===== src/rtl/colorclk_ctrl.sv =====
// Colour-clock DDS increment controller: qualifies {altern,mode} requests, loads the new increment on an
// accumulator wrap (or timeout), then settles before reporting lock. Define COLORCLK_PHASE_RESET_EN for frame-start phase reset.
module colorclk_ctrl #(
    parameter int STABLE_CYCLES = 16,
    parameter int SETTLE_CYCLES = 1024,
    parameter int ALIGN_TIMEOUT = 64
) (
    input  logic        clk,
    input  logic        rst,
    input  logic        mode,
    input  logic        altern,
    input  logic        acc_msb,
    input  logic        frame_start,
    output logic [28:0] prescaler,
    output logic        acc_clear,
    output logic        busy,
    output logic        locked,
    output logic        cur_mode,
    output logic        cur_altern
);

    localparam int MAX_A = (STABLE_CYCLES > SETTLE_CYCLES) ? STABLE_CYCLES : SETTLE_CYCLES;
    localparam int MAX_P = (ALIGN_TIMEOUT > MAX_A) ? ALIGN_TIMEOUT : MAX_A;
    localparam int CNT_W = $clog2(MAX_P + 1);

    localparam logic [CNT_W-1:0] CNT_ZERO    = {CNT_W{1'b0}};
    localparam logic [CNT_W-1:0] CNT_ONE     = CNT_W'(1);
    localparam logic [CNT_W-1:0] CNT_MAX     = {CNT_W{1'b1}};
    localparam logic [CNT_W-1:0] STABLE_LAST = CNT_W'(STABLE_CYCLES - 1);
    localparam logic [CNT_W-1:0] SETTLE_LAST = CNT_W'(SETTLE_CYCLES - 1);
    localparam logic [CNT_W-1:0] ALIGN_LAST  = CNT_W'(ALIGN_TIMEOUT - 1);

    typedef enum logic [2:0] {
        SETTLE = 3'd0,
        LOCKED = 3'd1,
        QUAL   = 3'd2,
        ALIGN  = 3'd3,
        LOAD   = 3'd4
    } state_t;

    function automatic logic [28:0] incr_lookup(input logic [1:0] sel);
        logic [28:0] v;
        case (sel)
            2'b00:   v = 29'd79342698;
            2'b01:   v = 29'd64058453;
            2'b10:   v = 29'd56006610;
            2'b11:   v = 29'd45217732;
            default: v = 29'd79342698;
        endcase
        return v;
    endfunction

    function automatic logic [CNT_W-1:0] sat_inc(input logic [CNT_W-1:0] c);
        logic [CNT_W-1:0] r;
        if (c == CNT_MAX) begin
            r = c;
        end else begin
            r = c + CNT_ONE;
        end
        return r;
    endfunction

    state_t            state_r;
    logic [CNT_W-1:0]  cnt_r;
    logic [1:0]        cand_r;
    logic [1:0]        cur_r;
    logic [28:0]       prescaler_r;
    logic              msb_prev_r;
    logic              busy_r;
    logic              locked_r;
    logic [1:0]        req_s;
    logic              fell_s;

    assign req_s  = {altern, mode};
    assign fell_s = msb_prev_r & ~acc_msb;

    // Control FSM: qualification, wrap alignment, increment load and settle timing.
    always_ff @(posedge clk) begin
        if (rst) begin
            state_r     <= SETTLE;
            cnt_r       <= CNT_ZERO;
            cand_r      <= 2'b00;
            cur_r       <= 2'b00;
            prescaler_r <= incr_lookup(2'b00);
            msb_prev_r  <= 1'b0;
            busy_r      <= 1'b1;
            locked_r    <= 1'b0;
        end else begin
            msb_prev_r <= acc_msb;
            case (state_r)
                SETTLE: begin
                    if (cnt_r == SETTLE_LAST) begin
                        state_r  <= LOCKED;
                        cnt_r    <= CNT_ZERO;
                        busy_r   <= 1'b0;
                        locked_r <= 1'b1;
                    end else begin
                        cnt_r <= sat_inc(cnt_r);
                    end
                end
                LOCKED: begin
                    if (req_s != cur_r) begin
                        cand_r   <= req_s;
                        cnt_r    <= CNT_ZERO;
                        state_r  <= QUAL;
                        busy_r   <= 1'b1;
                        locked_r <= 1'b0;
                    end
                end
                QUAL: begin
                    if (req_s == cand_r) begin
                        if (cnt_r == STABLE_LAST) begin
                            state_r <= ALIGN;
                            cnt_r   <= CNT_ZERO;
                        end else begin
                            cnt_r <= sat_inc(cnt_r);
                        end
                    end else if (req_s == cur_r) begin
                        // request withdrawn: nothing was applied, so simply resume lock
                        state_r  <= LOCKED;
                        cnt_r    <= CNT_ZERO;
                        busy_r   <= 1'b0;
                        locked_r <= 1'b1;
                    end else begin
                        cand_r <= req_s;
                        cnt_r  <= CNT_ZERO;
                    end
                end
                ALIGN: begin
                    if (fell_s || (cnt_r == ALIGN_LAST)) begin
                        state_r <= LOAD;
                        cnt_r   <= CNT_ZERO;
                    end else begin
                        cnt_r <= sat_inc(cnt_r);
                    end
                end
                LOAD: begin
                    prescaler_r <= incr_lookup(cand_r);
                    cur_r       <= cand_r;
                    state_r     <= SETTLE;
                    cnt_r       <= CNT_ZERO;
                end
                default: begin
                    state_r  <= SETTLE;
                    cnt_r    <= CNT_ZERO;
                    busy_r   <= 1'b1;
                    locked_r <= 1'b0;
                end
            endcase
        end
    end

`ifdef COLORCLK_PHASE_RESET_EN
    logic acc_clear_r;

    // One-cycle accumulator clear following a frame start seen while locked; never queued.
    always_ff @(posedge clk) begin
        if (rst) begin
            acc_clear_r <= 1'b0;
        end else begin
            acc_clear_r <= frame_start & (state_r == LOCKED);
        end
    end

    assign acc_clear = acc_clear_r;
`else
    logic unused_frame_start_s;

    assign unused_frame_start_s = frame_start;
    assign acc_clear            = 1'b0;
`endif

    assign prescaler  = prescaler_r;
    assign busy       = busy_r;
    assign locked     = locked_r;
    assign cur_mode   = cur_r[0];
    assign cur_altern = cur_r[1];

endmodule


===== config.mk =====
export PLATFORM = sky130hd
export DESIGN_NAME = colorclk_ctrl
export DESIGN_NICKNAME = d
export VERILOG_FILES = /design/src/rtl/colorclk_ctrl.sv
export SDC_FILE = /design/constraint.sdc
export NUM_CORES = 1
export LEC_CHECK = 0
export ABC_CLOCK_PERIOD_IN_PS = 2800
export BUFFER_PORTS_ARGS = -buffer_cell sky130_fd_sc_hd__clkbuf_2
export CORE_ASPECT_RATIO = 0.75
export CORE_MARGIN = 1
export CORE_UTILIZATION = 40
export CTS_CLUSTER_SIZE = 24
export DETAILED_ROUTE_END_ITERATION = 8
export GPL_ROUTABILITY_DRIVEN = 0
export HOLD_SLACK_MARGIN = 0.02
export PLACE_DENSITY = 0.62
export SYNTH_ARGS = -nofsm -noshare
export SYNTH_HDL_FRONTEND = slang
export SYNTH_SLANG_ARGS = --single-unit

===== constraint.sdc =====
create_clock -name clk -period 2.8 [get_ports clk]
set_clock_uncertainty 0.15 [all_clocks]
set_input_delay 0.14 -clock clk [delete_from_list [all_inputs] [get_ports clk]]
set_output_delay 0.14 -clock clk [all_outputs]
set_load 0.1 [all_outputs]

After elaboration in Yosys (flattened, before gate mapping). Index checks and enable logic that the tools add are counted.

Register bits after elaboration: 50.

Reduce and logical (&&, ||, !) cells: 8. Add/subtract/negate cells: 1. Mux-type cells: 29. Equality and inequality tests: 22. Bitwise logic cells: 3.

Operators by type and width (count): 29-bit case mux with 4 select lines (1); 11-bit 2-to-1 mux (6); 11-bit case mux with 4 select lines (1); 3-bit 2-to-1 mux (6); 2-bit != test, second input constant (6); 3-bit case mux with 4 select lines (1); 11-bit by 1-bit adder with 11-bit output, second input constant (1); 11-bit by 10-bit == test with 1-bit output, second input constant (1); 11-bit == test, second input constant (1); 11-bit by 4-bit == test with 1-bit output, second input constant (1); 11-bit by 6-bit == test with 1-bit output, second input constant (1); 5-bit AND reduction (2); 1-bit 2-to-1 mux (8); 1-bit case mux with 4 select lines (2); 3-bit by 2-bit == test with 1-bit output, second input constant (2); 2-bit 2-to-1 mux (3); 3-bit != test, second input constant (2); 2-bit == test (2); 2-bit == test, second input constant (2); 2-bit case mux with 2 select lines (1); 4-bit AND reduction (1); 3-bit by 1-bit == test with 1-bit output, second input constant (1); 3-bit == test, second input constant (1); 3-bit zero test (1); 8 further kinds (9).

Logic depth before layout (Yosys ltp). Gate-level depths: netlist (run 1).

Depth in word-level cells: 5. Depth in mapped cells: 8.

Worst setup path after synthesis (run 1). Ideal clock, no wire load.

Path type: flip-flop to flip-flop. Start point: register cur_r[0]. End point: register cnt_r[6]. Path slack: 549 ps. Path buffers: 0. Cell stages (with the launch flop): 7. Data arrival time: 2042 ps. Library setup time: 59 ps. Path through: dfxtp_1 -> xnor2_1 -> nand2_1 -> or3_1 -> nor2_1 -> a21o_1 -> a22o_1.

Cells in the longest elaborated chain, start to end: 2.

RTL lines: start: declaration (line 66) `logic [1:0] cur_r;`; start signal: assignment (line 139) `cur_r <= cand_r;`; 2-bit != test (line 102) `if (req_s != cur_r) begin`; 2-bit != test (no line); end signal: assignment (line 98) `cnt_r <= sat_inc(cnt_r);`; end signal: assignment (line 116) `cnt_r <= sat_inc(cnt_r);`; end signal: assignment (line 134) `cnt_r <= sat_inc(cnt_r);`; end: declaration (line 64) `logic [CNT_W-1:0] cnt_r;`.

Every way passes these cells. A chain may end at the register's enable or synchronous reset.

Worst setup path in the final report (run 1).
Start point: register cnt_r[1]. End point: register cnt_r[6].

Cells in the longest elaborated chain, start to end: 5. Elaborated cells between the ends (all ways): 12. Classes of those cells: add/sub (1); eq/ne (4); mux (6); reduce/logical (1).

RTL lines: 11-bit by 1-bit adder with 11-bit output / 11-bit == test (equally long branches) (line 58, 55); 11-bit 2-to-1 mux (line 55) `if (c == CNT_MAX) begin`; 11-bit 2-to-1 mux (line 112) `if (cnt_r == STABLE_LAST) begin`; 11-bit 2-to-1 mux (line 111) `if (req_s == cand_r) begin`; 11-bit case mux with 4 select lines * (line 90) `case (state_r)`.

Mark *: on every way between the ends. The rest lies on a longest branch, timed or not.

==> impl_metrics.tcl, run 1 <==
set metrics [dict create \
    yosys-top-cells-area "sky130_fd_sc_hd__dfxtp_1 35%, sky130_fd_sc_hd__buf_4 8.2%, sky130_fd_sc_hd__nor2_1 5.5%" \
    globalRouteOverflowTotal 0 \
    yosys_warnings 0 \
    area.sequential_um2 641 \
    post_synth_edffs 0 \
    yosysUniqueCellTypes 49 \
    async_flop_share 0 \
    grt_max_degree 32 \
    worst_hold_slack_ns 0.0370 \
    cts_buffers 5 \
    finalWirelength_um 3770 \
    antenna_left 0 \
    cp_max_fo 11 \
    detailedRoute.firstPassIterationCount 4 \
    timing.fmax_mhz 430 \
    timing.max_slew.rel_slack 0.568 \
    count_of_buffers_added_by_post_cts_timing_repair_for_setup 0 \
    floorplan.die_area_mm2 0.00486 \
    hold_viol_final 0 \
    fp.dieW_um 80.2 \
    timing.final.crit_period_ns 2.33 \
    clock_insertion_delay_worst_skew_ns 0.28 \
    num_vias 1549 \
    groute.usage.overall 0.169 \
    share_comb_of_total_power 0.080 \
    crit_path_end_kind "flop" \
    tritoncts "yes" \
    fp-row-count 20 \
    wire_length_per_cell_um 12.6 \
    post-dp-hpwl_um 2760 \
    hold_class "in -> reg" \
    run_status "complete, no violations" \
    drt_iter0_markers 86 \
    clock_sinks 32 \
    ir_drop_mv 0.202 \
    post-route-util 0.477 \
    max_slew.worst_pin.slew_ns 0.649 \
    clockBufferDepth 2 \
    area.growth.synth_to_final_pct 9.97 \
    buffer_ports.inserted 32 \
    initial_core_util 0.433 \
    yosysTopAreaCell "sky130_fd_sc_hd__dfxtp_1" \
    timing.final.crit_share 0.830 \
    multi_input_area_um2 995 \
    core_area_mm2 0.00423 \
    synth_top_area_frac 0.349 \
    dpl.cell_count 289 \
    detail_route.vias_per_cell 5.18 \
    power.share.clock 0.402 \
    crit_arrival_ns 2.36 \
    crit_path_start_kind "flop" \
    p_int_mw 0.680 \
    finish.cell_count_without_fillers 299 \
    initial_antenna_violation_count 0 \
    route.detailed.drc 0 \
    most-common-layout-cells "32 x sky130_fd_sc_hd__dfxtp_1, 32 x sky130_fd_sc_hd__clkbuf_2, 27 x sky130_fd_sc_hd__nor2_1, 20 x sky130_fd_sc_hd__nand2_1, 17 x sky130_fd_sc_hd__a21oi_1" \
    grt_setup_unrepaired "no" \
    fp.dieH_um 60.6 \
    critical_path_class "reg -> reg" \
    synthCells 222 \
    cts-root-buf "sky130_fd_sc_hd__clkbuf_8" \
    proportion_of_power_drawn_by_flip_flops_and_latches 0.518 \
    yosys_register_bits 32 \
    syn-cell-area_mm2 0.00183 \
    timing_max_transition_violations_final 0 \
    share_of_post_route_cells_with_drive_strength_above_1 0.221 \
    vias_in_the_first_global_route 1257 \
    top_level_ports 40 \
    synth_sequential_area_ratio 0.349 \
    p_switching_mw 0.239 \
    clk_pin_slew_ns 0.07 \
    antennaDiodeCount 0 \
    switching_share 0.260 \
    power_density_mw_per_mm2 455 \
    finish.net_count 256 \
    cp.required_ns 2.83 \
    max_cap_viol 0 \
    fillCellCount 435 \
    power.static_leakage_nw 0.834 \
    totalNegativeSetupSlack_ns 0 \
    grt_first_pass_wirelength_um 6090 \
    timing.final.setup_violations 0 \
    mean_post_synth_cell_area_um2 8.26 \
    cts-htree-levels 2 \
    synth_top_flop_cell "sky130_fd_sc_hd__dfxtp_1" \
]
[synth_stat cells (3+ instances only)]
master and n:
sky130_fd_sc_hd__nand2b_1 5, sky130_fd_sc_hd__a31oi_1 4, sky130_fd_sc_hd__ha_1 7, sky130_fd_sc_hd__a211o_1 3
sky130_fd_sc_hd__o21ai_1 5, sky130_fd_sc_hd__inv_1 4, sky130_fd_sc_hd__nand3_1 9, sky130_fd_sc_hd__nor2_1 27
sky130_fd_sc_hd__a21oi_1 17, sky130_fd_sc_hd__mux2i_1 3, sky130_fd_sc_hd__o21bai_1 3, sky130_fd_sc_hd__nor3_1 9
sky130_fd_sc_hd__buf_4 20, sky130_fd_sc_hd__o21ai_0 6, sky130_fd_sc_hd__clkbuf_1 3, sky130_fd_sc_hd__nand4b_1 3
sky130_fd_sc_hd__dfxtp_1 32, sky130_fd_sc_hd__nand2_1 20
[timing repair]
| item | 4_1_cts | 5_1_grt |
|---|---|---|
| resized for setup | 0 | 0 |
| hold buffers | 2 | 0 |
| hold endpoints to repair | 2 | 0 |
[area by class of cell]
class / count / share of cell area
clock buffer: 8 / 0.0447
inverter: 5 / 0.00931
multi-input combinational: 162 / 0.493
sequential: 32 / 0.318
tap: 55 / 0.0341
timing repair buffer: 37 / 0.101
[sequential cells by signal, summed over array words and instances, names as in the netlist]
signal and flops:
cand_r 2, cnt_r 11, locked 1, cur_r 2
busy 1, msb_prev_r 1, state_r 3, prescaler 11
[stage by stage]
stage               setup slack [ns]  power (mW)  area (um^2)
floorplan                      0.549       0.553         1850
global placement               0.496       0.556         1910
detailed placement             0.491       0.557         1910
CTS                            0.480       0.929         2020
global route                   0.359       0.956         2020
finish                         0.475       0.918         2020
[worst max-delay path: stages, from the launching register on]
cell and delay, ns:
sky130_fd_sc_hd__dfxtp_1 0.40, sky130_fd_sc_hd__ha_1 0.28, sky130_fd_sc_hd__nand4_2 0.17, sky130_fd_sc_hd__or4_4 0.55, sky130_fd_sc_hd__nand2_4 0.12, sky130_fd_sc_hd__a21oi_2 0.15
sky130_fd_sc_hd__a21o_1 0.23, sky130_fd_sc_hd__a22o_1 0.17
[power by group through the flow]
stage	registers, mW	clock network [mW]	logic, mW
floorplan	0.482	0	0.0715
global placement	0.485	0	0.0714
detailed placement	0.485	0	0.0715
CTS	0.475	0.381	0.0738
global route	0.476	0.401	0.0795
finish	0.475	0.369	0.0736
[cells by family (layout without fill, tap and decap cells)]
group	Yosys count	after routing	share of synthesized area
and+or+nand+nor	91	91	0.254
AOI/OAI and AO/OA	51	51	0.193
DFF	32	32	0.349
buffers and inverters	32	50	0.116
adders and majority gates	7	7	0.0478
xor gates and xnor gates	4	4	0.0191
muxes	3	3	0.0164
other	2	6	0.00410
[path summary, 6_finish.rpt]
kind | end | start | cells past startpoint | slack, ns
worst max-delay path | cnt_r[6]$_SDFFE_PP0N_ | cnt_r[1]$_SDFFE_PP0N_ | 7 | 0.47
worst min-delay path | cand_r[1]$_SDFFE_PP0P_ | altern | 3 | 0.04
worst max register to register | cnt_r[6]$_SDFFE_PP0N_ | cnt_r[1]$_SDFFE_PP0N_ | 7 | 0.47
worst min register to register | prescaler[0]$_SDFFE_PP0N_ | prescaler[0]$_SDFFE_PP0N_ | 2 | 0.31
[metal layers]
| layer | vias up | wire, um | global-route usage |
|---|---|---|---|
| met5 | - | 0 | 0 |
| met4 | 0 | 53 | 0.0689 |
| met3 | 7 | 239 | 0.0406 |
| met2 | 51 | 1480 | 0.236 |
| met1 | 685 | 1990 | 0.249 |
| li1 | 806 | - | - |
Note: power is estimated with default switching activity, not from simulation.
==> run 2: changes to the inputs <==
--- a/config.mk
+++ b/config.mk
@@ -5,7 +5,7 @@
 export SDC_FILE = /design/constraint.sdc
 export NUM_CORES = 1
 export LEC_CHECK = 0
-export ABC_CLOCK_PERIOD_IN_PS = 2800
+export ABC_CLOCK_PERIOD_IN_PS = 2100
 export BUFFER_PORTS_ARGS = -buffer_cell sky130_fd_sc_hd__clkbuf_2
 export CORE_ASPECT_RATIO = 0.75
 export CORE_MARGIN = 1
@@ -14,7 +14,7 @@
 export DETAILED_ROUTE_END_ITERATION = 8
 export GPL_ROUTABILITY_DRIVEN = 0
 export HOLD_SLACK_MARGIN = 0.02
-export PLACE_DENSITY = 0.62
+export PLACE_DENSITY = 0.64
 export SYNTH_ARGS = -nofsm -noshare
 export SYNTH_HDL_FRONTEND = slang
 export SYNTH_SLANG_ARGS = --single-unit
==> constraint.sdc (replaced) <==
create_clock -name clk -period 2.1 [get_ports clk]
set_clock_uncertainty 0.15 [all_clocks]
set_input_delay 0.105 -clock clk [delete_from_list [all_inputs] [get_ports clk]]
set_output_delay 0.105 -clock clk [all_outputs]
set_load 0.1 [all_outputs]
==> run 2 against run 1 <==
  * Cell area is 9.2% higher
  * Combinational power is 62% higher
  * Non-clock buffer count is 15 higher
  * Setup slack worse by 0.40 ns
  * Final cell count is 5.0% higher
  * First-iteration DRC count is 28% lower
  * Total power is 52% higher
  * Critical path type unchanged
  * Largest cell class unchanged
  * Largest power group is now clock
==> impl_metrics.tcl, run 2 (synthesis gave the netlist of run 1 again) <==
set metrics [dict create \
    run_status "complete, no violations" \
    totalNegativeSetupSlack_ns 0 \
    clockBufferDepth 2 \
    fillCellCount 403 \
    most-common-layout-cells "32 x sky130_fd_sc_hd__clkbuf_2, 28 x sky130_fd_sc_hd__dfxtp_1, 27 x sky130_fd_sc_hd__nor2_1, 20 x sky130_fd_sc_hd__nand2_1, 17 x sky130_fd_sc_hd__a21oi_1" \
    ir_drop_mv 0.351 \
    detailedRoute.firstPassIterationCount 4 \
    clk_pin_slew_ns 0.07 \
    clock_insertion_delay_worst_skew_ns 0.28 \
    hold_viol_final 0 \
    floorplan.die_area_mm2 0.00486 \
    timing.final.crit_period_ns 2.03 \
    share_of_post_route_cells_with_drive_strength_above_1 0.297 \
    area.growth.synth_to_final_pct 20.1 \
    finish.net_count 271 \
    wire_length_per_cell_um 12.6 \
    count_of_buffers_added_by_post_cts_timing_repair_for_setup 0 \
    timing.fmax_mhz 494 \
    crit_path_start_kind "flop" \
    num_vias 1594 \
    clock_sinks 32 \
    detail_route.vias_per_cell 5.08 \
    globalRouteOverflowTotal 0 \
    fp.dieH_um 60.6 \
    initial_core_util 0.433 \
    timing.final.setup_violations 0 \
    groute.usage.overall 0.169 \
    top_level_ports 40 \
    cts_buffers 5 \
    grt_max_degree 17 \
    grt_setup_unrepaired "no" \
    buffer_ports.inserted 32 \
    power.static_leakage_nw 0.932 \
    fp-row-count 20 \
    route.detailed.drc 0 \
    max_cap_viol 0 \
    core_area_mm2 0.00423 \
    cp_max_fo 7 \
    cts-htree-levels 2 \
    cts-root-buf "sky130_fd_sc_hd__clkbuf_8" \
    fp.dieW_um 80.2 \
    timing.final.crit_share 0.965 \
    crit_arrival_ns 2.03 \
    max_slew.worst_pin.slew_ns 0.546 \
    finalWirelength_um 3960 \
    hold_class "in -> reg" \
    timing.max_slew.rel_slack 0.638 \
    cp.required_ns 2.10 \
    power_density_mw_per_mm2 634 \
    post-dp-hpwl_um 2920 \
    tritoncts "yes" \
    crit_path_end_kind "flop" \
    critical_path_class "reg -> reg" \
    final_common_cell "sky130_fd_sc_hd__clkbuf_2" \
    post-route-util 0.520 \
    timing_max_transition_violations_final 0 \
    grt_first_pass_wirelength_um 6150 \
    worst_hold_slack_ns 0.0857 \
    antenna_left 0 \
    antennaDiodeCount 0 \
    initial_antenna_violation_count 0 \
    drt_iter0_markers 62 \
    vias_in_the_first_global_route 1317 \
]
[run 2: cell types whose count changed in the layout (fill, tap and decap cells not counted), sizes merged]
cell | before | now
buf | 3 | 17
bufinv | 0 | 1
clkbuf | 40 | 39
dlygate4sd3 | 2 | 3
[run 2: critical path, cell delays in order, from the launching register on]
cell and delay, ns:
sky130_fd_sc_hd__dfxtp_2 0.35, sky130_fd_sc_hd__ha_4 0.15, sky130_fd_sc_hd__nand4_2 0.12, sky130_fd_sc_hd__or4_4 0.55, sky130_fd_sc_hd__nand2_4 0.12, sky130_fd_sc_hd__a21oi_2 0.10
sky130_fd_sc_hd__buf_6 0.16, sky130_fd_sc_hd__a21oi_1 0.14, sky130_fd_sc_hd__a31oi_1 0.06
[run 2: metrics by stage]
stage	cells	total power, mW	instance area [um^2]	setup WS (ns)
final	314	1.39	2200	0.0737
after global routing	314	1.44	2200	0.00980
after CTS	314	1.41	2180	0.0167
after detailed placement	303	0.754	2010	-0.0273
after global placement	303	0.753	2010	0.00903
after floorplan	226	0.738	1850	0.0452
[run 2: worst paths after layout]
kind	startpoint	to	slack, ns	cells after the start
max	cnt_r[1]$_SDFFE_PP0N_	cnt_r[3]$_SDFFE_PP0N_	0.07	8
max reg2reg	cnt_r[1]$_SDFFE_PP0N_	cnt_r[3]$_SDFFE_PP0N_	0.07	8
min	rst	msb_prev_r$_SDFF_PP0_	0.09	2
min reg2reg	prescaler[18]$_SDFFE_PP0N_	prescaler[18]$_SDFFE_PP0N_	0.31	2
[run 2: area by class of cell]
class	instances	area (um^2)	share of cell area
clock buffer	7	96.3	0.0438
inverter	5	18.8	0.00853
multi-input combinational	162	1020	0.463
tap	55	68.8	0.0313
clock inverter	1	30.0	0.0136
timing repair buffer	52	322	0.146
sequential	32	646	0.293
[run 2: power breakdown]
group / internal, mW / leakage, nW / switching (mW)
clock: 0.419 / 0.0645 / 0.226
sequential: 0.618 / 0.261 / 0.0127
combinational: 0.0345 / 0.607 / 0.0849
total: 1.07 / 0.932 / 0.324
[run 2: metal layers]
metal	vias to the layer above	GRT usage	routed length, um
met5	-	0	0
met4	0	0.0459	22
met3	2	0.0406	211
met2	41	0.247	1570
met1	728	0.248	2150
li1	823	-	-
[run 2: repair_timing]
action                                  CTS  global route
endpoints found under the setup margin    2            11
gates resized for setup                   2             5
pin swaps                                 1             0
endpoints found under the hold margin     3             0
hold buffers                              3             0
==> run 3: changes to the inputs <==
--- a/config.mk
+++ b/config.mk
@@ -9,12 +9,12 @@
 export BUFFER_PORTS_ARGS = -buffer_cell sky130_fd_sc_hd__clkbuf_2
 export CORE_ASPECT_RATIO = 0.75
 export CORE_MARGIN = 1
-export CORE_UTILIZATION = 40
+export CORE_UTILIZATION = 49
 export CTS_CLUSTER_SIZE = 24
 export DETAILED_ROUTE_END_ITERATION = 8
 export GPL_ROUTABILITY_DRIVEN = 0
 export HOLD_SLACK_MARGIN = 0.02
-export PLACE_DENSITY = 0.64
+export PLACE_DENSITY = 0.76
 export SYNTH_ARGS = -nofsm -noshare
 export SYNTH_HDL_FRONTEND = slang
 export SYNTH_SLANG_ARGS = --single-unit
==> constraint.sdc (replaced) <==
create_clock -name clk -period 2.1 [get_ports clk]
set_clock_uncertainty 0.15 [all_clocks]
set_input_delay 0.105 -clock clk [delete_from_list [all_inputs] [get_ports clk]]
set_output_delay 0.105 -clock clk [all_outputs]
set_load 0.01 [all_outputs]
==> run 3 against run 2 <==
  * Routed wire length up 0.15%
  * Die area shrank 18%
  * Setup slack gained 0.014 ns
  * Global-route usage rose by 4.0 points
  * Core utilization increased by 11 points
  * Count of clock-buffer cells in the layout decreased by 1
  * Non-clock buffer count up 2
  * Hold slack improved by 0.0022 ns
  * Final cell count is 1.3% lower
  * Highest routed layer unchanged
  * Fmax rose by 0.68%
==> impl_metrics.tcl, run 3 (synthesis gave the netlist of run 1 again) <==
set metrics [dict create \
    run_status "complete, no violations" \
    crit_arrival_ns 2.04 \
    ir_drop_mv 0.464 \
    grt_setup_unrepaired "no" \
    globalRouteOverflowTotal 0 \
    timing.final.crit_share 0.958 \
    final_common_cell "sky130_fd_sc_hd__clkbuf_2" \
    timing.final.crit_period_ns 2.01 \
    worst_hold_slack_ns 0.0879 \
    finish.net_count 273 \
    post-dp-hpwl_um 2900 \
    initial_antenna_violation_count 0 \
    worst-r2r-cell-count 7 \
    design_area_mm2 0.00216 \
    power_density_mw_per_mm2 539 \
    post_place_setup_slack_ns -0.0247 \
    max_cap_viol 0 \
    hold_viol_final 0 \
    floorplan.die_area_mm2 0.00399 \
    core_area_mm2 0.00342 \
    clockBufferDepth 2 \
    critical_path_class "reg -> reg" \
    drt_iter0_markers 73 \
    cp.required_ns 2.12 \
    top_level_ports 40 \
    timing_max_transition_violations_final 0 \
    hold_class "in -> reg" \
    antenna_left 0 \
    finalWirelength_um 3960 \
    clock_sinks 32 \
    cts-root-buf "sky130_fd_sc_hd__clkbuf_8" \
    count_of_buffers_added_by_post_cts_timing_repair_for_setup 0 \
    cts_buffers 5 \
    antennaDiodeCount 0 \
    dpl.cell_count 300 \
    detailedRoute.firstPassIterationCount 4 \
    detail_route.vias_per_cell 5.32 \
    fp-row-count 18 \
    num_vias 1648 \
    layout_setup_ws_ns 0.0873 \
    tritoncts "yes" \
    most-common-layout-cells "32 x sky130_fd_sc_hd__clkbuf_2, 30 x sky130_fd_sc_hd__dfxtp_1, 27 x sky130_fd_sc_hd__nor2_1, 20 x sky130_fd_sc_hd__nand2_1, 19 x sky130_fd_sc_hd__buf_4" \
    dpl-instance-area_mm2 0.00202 \
    finish.cell_count_without_fillers 310 \
    area.growth.synth_to_final_pct 17.6 \
    crit_path_start_kind "flop" \
    cts-htree-levels 2 \
    clk_pin_slew_ns 0.07 \
    crit_path_end_kind "flop" \
    holdPathStages 2 \
    vias_in_the_first_global_route 1363 \
    share_of_post_route_cells_with_drive_strength_above_1 0.292 \
    cp_max_fo 5 \
    power.static_leakage_nw 0.917 \
    route.detailed.drc 0 \
    fp.dieH_um 55.0 \
    wire_length_per_cell_um 12.8 \
    timing.fmax_mhz 497 \
    grt_max_degree 18 \
    fp.dieW_um 72.6 \
    groute.usage.overall 0.208 \
    initial_core_util 0.535 \
    grt_first_pass_wirelength_um 6230 \
    buffer_ports.inserted 32 \
    timing.final.setup_violations 0 \
    clock_insertion_delay_worst_skew_ns 0.28 \
]
## run 3: changes by cell type in the layout (fill, tap and decap cells not counted), moves of 2 or more
cell	delta
sky130_fd_sc_hd__buf_4	+3
sky130_fd_sc_hd__dfxtp_2	-2
sky130_fd_sc_hd__clkbuf_8	-2
sky130_fd_sc_hd__dfxtp_1	+2
## run 3: final timing paths
check                                  start                          to  slack [ns]
hold / removal                           rst       cnt_r[9]$_SDFFE_PP0N_        0.09
setup reg to reg       cnt_r[1]$_SDFFE_PP0N_       cnt_r[6]$_SDFFE_PP0N_        0.09
hold reg to reg   prescaler[18]$_SDFFE_PP0N_  prescaler[18]$_SDFFE_PP0N_        0.31
setup / recovery       cnt_r[1]$_SDFFE_PP0N_       cnt_r[6]$_SDFFE_PP0N_        0.09
## run 3: report_power, final
part	internal, mW	switching, mW
registers	0.618	0.0103
clock network	0.225	0.220
logic	0.0398	0.0483
total	0.883	0.279
## run 3: cell type report
class / count / area, um^2
inverter: 5 / 18.8
tap: 50 / 62.6
fill: 338 / 1270
timing repair buffer: 54 / 333
clock inverter: 1 / 5.00
multi-input combinational: 162 / 1020
clock buffer: 6 / 72.6
sequential: 32 / 643
## run 3: worst max-delay path, stage by stage, from the launching register on
cell	delay (ns)
sky130_fd_sc_hd__dfxtp_2	0.35
sky130_fd_sc_hd__ha_4	0.16
sky130_fd_sc_hd__nand4_2	0.12
sky130_fd_sc_hd__or4_4	0.55
sky130_fd_sc_hd__nand2_4	0.12
sky130_fd_sc_hd__a21oi_2	0.08
sky130_fd_sc_hd__buf_4	0.17
sky130_fd_sc_hd__a22o_1	0.20
## run 3: layer usage
layer / GRT usage / vias up / routed length, um
met4: 0.0621 / 0 / 55
met5: 0 / - / 0
li1: - / 831 / -
met1: 0.293 / 741 / 2020
met3: 0.0598 / 7 / 296
met2: 0.310 / 69 / 1590
## run 3: metrics by stage
| step | util | power [mW] | setup TNS [ns] |
|---|---|---|---|
| 2_1_floorplan | - | 0.695 | 0 |
| 3_3_place_gp | 0.590 | 0.717 | 0 |
| 3_5_place_dp | 0.590 | 0.719 | -0.0247 |
| 4_1_cts | 0.624 | 1.17 | 0 |
| 5_1_grt | 0.630 | 1.20 | 0 |
| 6_report | 0.630 | 1.16 | 0 |
## run 3: timing repair
| item | in CTS | in global routing |
|---|---|---|
| gates resized for setup | 2 | 5 |
| hold buffers | 3 | 0 |
| endpoints found under the hold margin | 3 | 0 |
| setup endpoints to repair | 4 | 12 |
| pin swaps | 0 | 1 |
